[config.mk]
export PLATFORM = sky130hd
export DESIGN_NAME = ibex_rf_loader
export DESIGN_NICKNAME = d
export VERILOG_FILES = /design/src/rtl/ibex_rf_loader.sv
export SDC_FILE = /design/constraint.sdc
export NUM_CORES = 1
export LEC_CHECK = 0
export ABC_AREA = 1
export BUFFER_PORTS_ARGS = -buffer_cell sky130_fd_sc_hd__buf_2
export CORE_MARGIN = 4
export CORE_UTILIZATION = 30
export CTS_CLUSTER_DIAMETER = 60
export DETAILED_ROUTE_END_ITERATION = 10
export HOLD_SLACK_MARGIN = 0.06
export SLEW_MARGIN = 20
export SYNTH_ARGS = -nofsm -noshare
export SYNTH_HDL_FRONTEND = slang
export SYNTH_SLANG_ARGS = --single-unit
[constraint.sdc]
create_clock -name clk_i -period 3.5 [get_ports clk_i]
set_input_delay 0.35 -clock clk_i [delete_from_list [all_inputs] [get_ports clk_i]]
set_output_delay 0.35 -clock clk_i [all_outputs]
set_load 0.005 [all_outputs]
[src/rtl/ibex_rf_loader.sv]
// Load sequencer: assembles little-endian words from a byte stream and writes
// them to registers FirstAddr..LastAddr through the register file's aux port.
module ibex_rf_loader #(
  parameter int DataWidth = 32,
  parameter int FirstAddr = 1,
  parameter int LastAddr  = 31,
  parameter bit RV32E     = 1'b0
) (
  input  logic                 clk_i,
  input  logic                 rst_i,
  input  logic                 start_i,
  input  logic                 abort_i,
  input  logic                 s_valid_i,
  input  logic [7:0]           s_data_i,
  output logic                 s_ready_o,
  input  logic                 core_we_i,
  input  logic [4:0]           core_waddr_i,
  output logic                 input_valid_o,
  output logic [4:0]           input_addr_o,
  output logic [DataWidth-1:0] input_data_o,
  output logic                 busy_o,
  output logic                 done_o,
  output logic [1:0]           dbg_state_o
);

  localparam logic [1:0] IDLE    = 2'd0;
  localparam logic [1:0] COLLECT = 2'd1;
  localparam logic [1:0] WRITE   = 2'd2;
  localparam logic [1:0] DONE    = 2'd3;

  localparam logic [4:0] FIRST = 5'(FirstAddr);
  localparam logic [4:0] LAST  = 5'(LastAddr);

  if (DataWidth != 32) begin : g_bad_width
    $error("ibex_rf_loader: DataWidth must be 32");
  end
  if (FirstAddr < 1 || FirstAddr > LastAddr || LastAddr > 31) begin : g_bad_range
    $error("ibex_rf_loader: need 1 <= FirstAddr <= LastAddr <= 31");
  end
  if (RV32E && LastAddr > 15) begin : g_bad_rv32e
    $error("ibex_rf_loader: RV32E limits LastAddr to 15");
  end

  logic [1:0]           state_q;
  logic [4:0]           addr_q;
  logic [1:0]           byte_cnt_q;
  logic [DataWidth-1:0] word_q;
  logic                 conflict;

  // Stream handshake: a byte transfers on any edge where s_valid_i && s_ready_o;
  // the source holds s_data_i stable until then, and ready depends only on state.
  assign s_ready_o     = (state_q == COLLECT);
  assign input_valid_o = (state_q == WRITE);
  assign done_o        = (state_q == DONE);
  assign busy_o        = (state_q == COLLECT) || (state_q == WRITE);
  assign input_addr_o  = (state_q == WRITE) ? addr_q : '0;
  assign input_data_o  = (state_q == WRITE) ? word_q : '0;
  assign dbg_state_o   = state_q;

  // The register file lets the core win a same-address write, so ours is lost.
  assign conflict = core_we_i && (core_waddr_i == addr_q);

  always_ff @(posedge clk_i) begin
    if (rst_i) begin
      state_q    <= IDLE;
      addr_q     <= '0;
      byte_cnt_q <= '0;
      word_q     <= '0;
    end else if (abort_i) begin
      state_q    <= IDLE;
      byte_cnt_q <= '0;
      word_q     <= '0;
    end else begin
      case (state_q)
        IDLE: begin
          if (start_i) begin
            state_q    <= COLLECT;
            addr_q     <= FIRST;
            byte_cnt_q <= '0;
            word_q     <= '0;
          end
        end
        COLLECT: begin
          if (s_valid_i) begin
            word_q[{byte_cnt_q, 3'b000} +: 8] <= s_data_i;
            byte_cnt_q <= byte_cnt_q + 2'd1;
            if (byte_cnt_q == 2'd3) begin
              state_q <= WRITE;
            end
          end
        end
        WRITE: begin
          if (!conflict) begin
            if (addr_q == LAST) begin
              state_q <= DONE;
            end else begin
              addr_q     <= addr_q + 5'd1;
              byte_cnt_q <= '0;
              state_q    <= COLLECT;
            end
          end
        end
        DONE:    state_q <= IDLE;
        default: state_q <= IDLE;
      endcase
    end
  end

endmodule

==> flow_summary.yaml <==
pwr:
  ir_drop_mv: 0.137
  powerDensity_mw_per_mm2: 345
  p_leak_nw: 1.66
synth:
  syn_area_per_cell_sq_um: 6.12
  syn_inst: 411
  netlist_top_cells_area: "dfxtp_1 (33%), nand2_1 (19%), inv_1 (12%), nor2_1 (6.9%), a21oi_1 (5.6%)"
  synthFlopType: "dfxtp_1"
  yosysTopAreaCell: "dfxtp_1"
  synth_edf_count: 0
  synthesis.nets: 440
  async_reset_ff_frac: 0
  ys_top_cells_by_count: "nand2_1 (126), inv_1 (81), nor2_1 (46)"
  synth_cell_type_count: 26
  syn-cell-area_sq_mm: 0.00252
  ys_warn_count: 0
  ys_seq_area_frac: 0.326
  yosysMostFrequentCell: "nand2_1"
  yosysTopAreaCellShare: 0.326
  ys_ff_latch: 41
timing:
  min_period_over_period: 0.609
  max_slew.worst_pin.slew_ns: 0.732
  worst_clock_skew_ns: 0.0122
  min_period_ns: 2.13
  slew_viol_final: 0
  slew_headroom: 0.509
  hold_viol_final: 0
  rsz0062_at_grt: "no"
  setup_violations: 0
  setup_tns_ns: 0
  fmax_mhz: 469
  setup_slack_ns: 1.37
setup_path:
  r2r_start: "byte_cnt_q[0]"
  startpoint_type: "flip-flop"
  worstSetupEndpointType: "flip-flop"
  reg2reg_setup_slack_ns: 1.37
  worstPathRequired_ns: 3.72
  cp.arrival_ns: 2.35
  crit_type: "reg -> reg"
  reg2reg_depth: 7
  timing.rr.end: "word_q[28]"
  cp_max_fo: 16
cts:
  cts_tree: "built"
  hold_buffers: 0
  cts.sinks: 41
  path_clk_slew_ns: 0.08
  cts_max_level: 2
  cts.path.max_buffers: 2
  clock_latency_ns: 0.29
  cts.repair.resized: 0
  post_cts_buffers: 0
  cts_root_buf: "clkbuf_8"
  cts_buffers: 5
floorplanning:
  io_pins: 62
  dieArea_sq_mm: 0.00992
  die_height_um: 99.6
  die_w_um: 99.6
  fp.coreArea_sq_mm: 0.00818
  core.rowCount: 33
  initial_core_util: 0.308
global_route:
  grt_pass1_wl_mm: 10.4
  grt_pass1_vias: 2302
  track_usage: 0.127
  top_usage_layer: "met2"
  overflow: 0
  grt_max_degree: 44
  antenna_found_initial: 0
  grtUsageMet1: 0.167
  grtUsageMet3: 0.0203
  grtUsageMet2: 0.209
worst_hold_path:
  hp-class: "in -> reg"
  hold-path-cell-count: 4
  min_to: "byte_cnt_q[1]"
  hold_start: "rst_i"
placed_design:
  dpl.hpwl_mm: 4.88
  routabilityCongestion: 0.911
  port-buffer-count: 61
  place_ws_ns: 1.45
final_layout:
  fin_nets: 496
  drive_above_1_share: 0.178
  area_delta_synth_final_pct: 18.7
  diodes: 0
detailed_routing:
  drt-pass1-iter-count: 4
  drt-total-wl_mm: 6.29
  drt_iter0_drc: 175
  ant_nets: 0
  wire_per_inst_um: 11.0
  vias: 2552
  viasPerCell: 4.46
  drcViolationCount: 0
flow_run:
  maxCapViolCount: 0
status:
  outcome: "finished clean"
[where the power goes]
group / internal, mW / switching, mW
sequential: 0.484 / 0.0145
clock: 0.207 / 0.159
combinational: 0.0548 / 0.112
total: 0.746 / 0.286
[per-stage QoR]
step / instance area, sq um / hold slack (ns) / utilization / total power [mW] / cells
2_1_floorplan: 2520 / 0.423 / - / 0.638 / 411
3_3_place_gp: 2880 / 0.443 / 0.353 / 0.676 / 565
3_5_place_dp: 2880 / 0.438 / 0.353 / 0.677 / 565
4_1_cts: 2990 / 0.389 / 0.365 / 1.04 / 572
5_1_grt: 2990 / 0.405 / 0.365 / 1.08 / 572
6_report: 2990 / 0.386 / 0.365 / 1.03 / 572
[worst max-delay path, cell delays in order (launching register included)]
cell     delay, ns
dfxtp_1       0.66
inv_1         0.14
ha_1          0.38
inv_1         0.15
nand3_1       0.24
nor3_1        0.24
o21ai_0       0.12
a21oi_1       0.13
[worst max path at each step]
| stage | from | endpoint | cells past startpoint | slack [ns] |
|---|---|---|---|---|
| floorplan | byte_cnt_q[0] | word_q[26] | 8 | 1.76 |
| global placement | dbg_state_o[0] | addr_q[0] | 11 | 1.46 |
| detailed placement | dbg_state_o[0] | addr_q[0] | 11 | 1.45 |
| CTS | dbg_state_o[0] | addr_q[0] | 11 | 1.43 |
| global route | byte_cnt_q[0] | word_q[26] | 7 | 1.15 |
| finish | byte_cnt_q[0] | word_q[28] | 7 | 1.37 |
[logic make-up (layout without fill, tap and decap cells)]
group,Yosys count,count (layout),share of synthesized area
DFF,41,41,0.326
and+or+nand+nor,214,214,0.352
AOI/OAI and AO/OA,47,47,0.111
buffers and inverters,99,155,0.161
adders and majority gates,10,10,0.0497
[cell usage in the layout (no fill, tap or decap), types with 2 or more instances in the layout]
| master | netlist | layout |
|---|---|---|
| nor2_2 | 2 | 2 |
| dfxtp_1 | 41 | 41 |
| nor3_1 | 13 | 13 |
| clkinv_1 | 2 | 2 |
| inv_2 | 2 | 2 |
| o21ai_0 | 13 | 13 |
| nand2_1 | 126 | 126 |
| nor2_1 | 46 | 46 |
| clkbuf_8 | 0 | 5 |
| a21oi_1 | 28 | 28 |
| nor2_4 | 2 | 2 |
| o21ai_4 | 3 | 3 |
| inv_1 | 81 | 81 |
| o21ai_2 | 2 | 2 |
| nand3_1 | 19 | 19 |
| ha_1 | 10 | 10 |
| nand4_1 | 3 | 3 |
| buf_2 | 4 | 61 |
[final cells by class]
cell class,instances,area (sq um)
Fill cell,929,5190
Multi-Input combinational cell,271,1290
Sequential cell,41,821
Inverter,86,328
Timing Repair Buffer,62,313
Tap cell,105,131
Clock buffer,5,68.8
Clock inverter,2,35.0
[flip-flops by register name, summed over array words and instances, names as in the netlist]
signal	count
dbg_state_o	2
byte_cnt_q	2
addr_q	5
word_q	32
[metal layers]
metal / part of all wire / up-vias / wire length, um
li1: - / 1350 / -
met1: 0.47 / 1119 / 2960
met2: 0.46 / 63 / 2900
met3: 0.044 / 20 / 279
met4: 0.024 / 0 / 150
met5: 0 / - / 0
(Power assumes the default switching activity.)
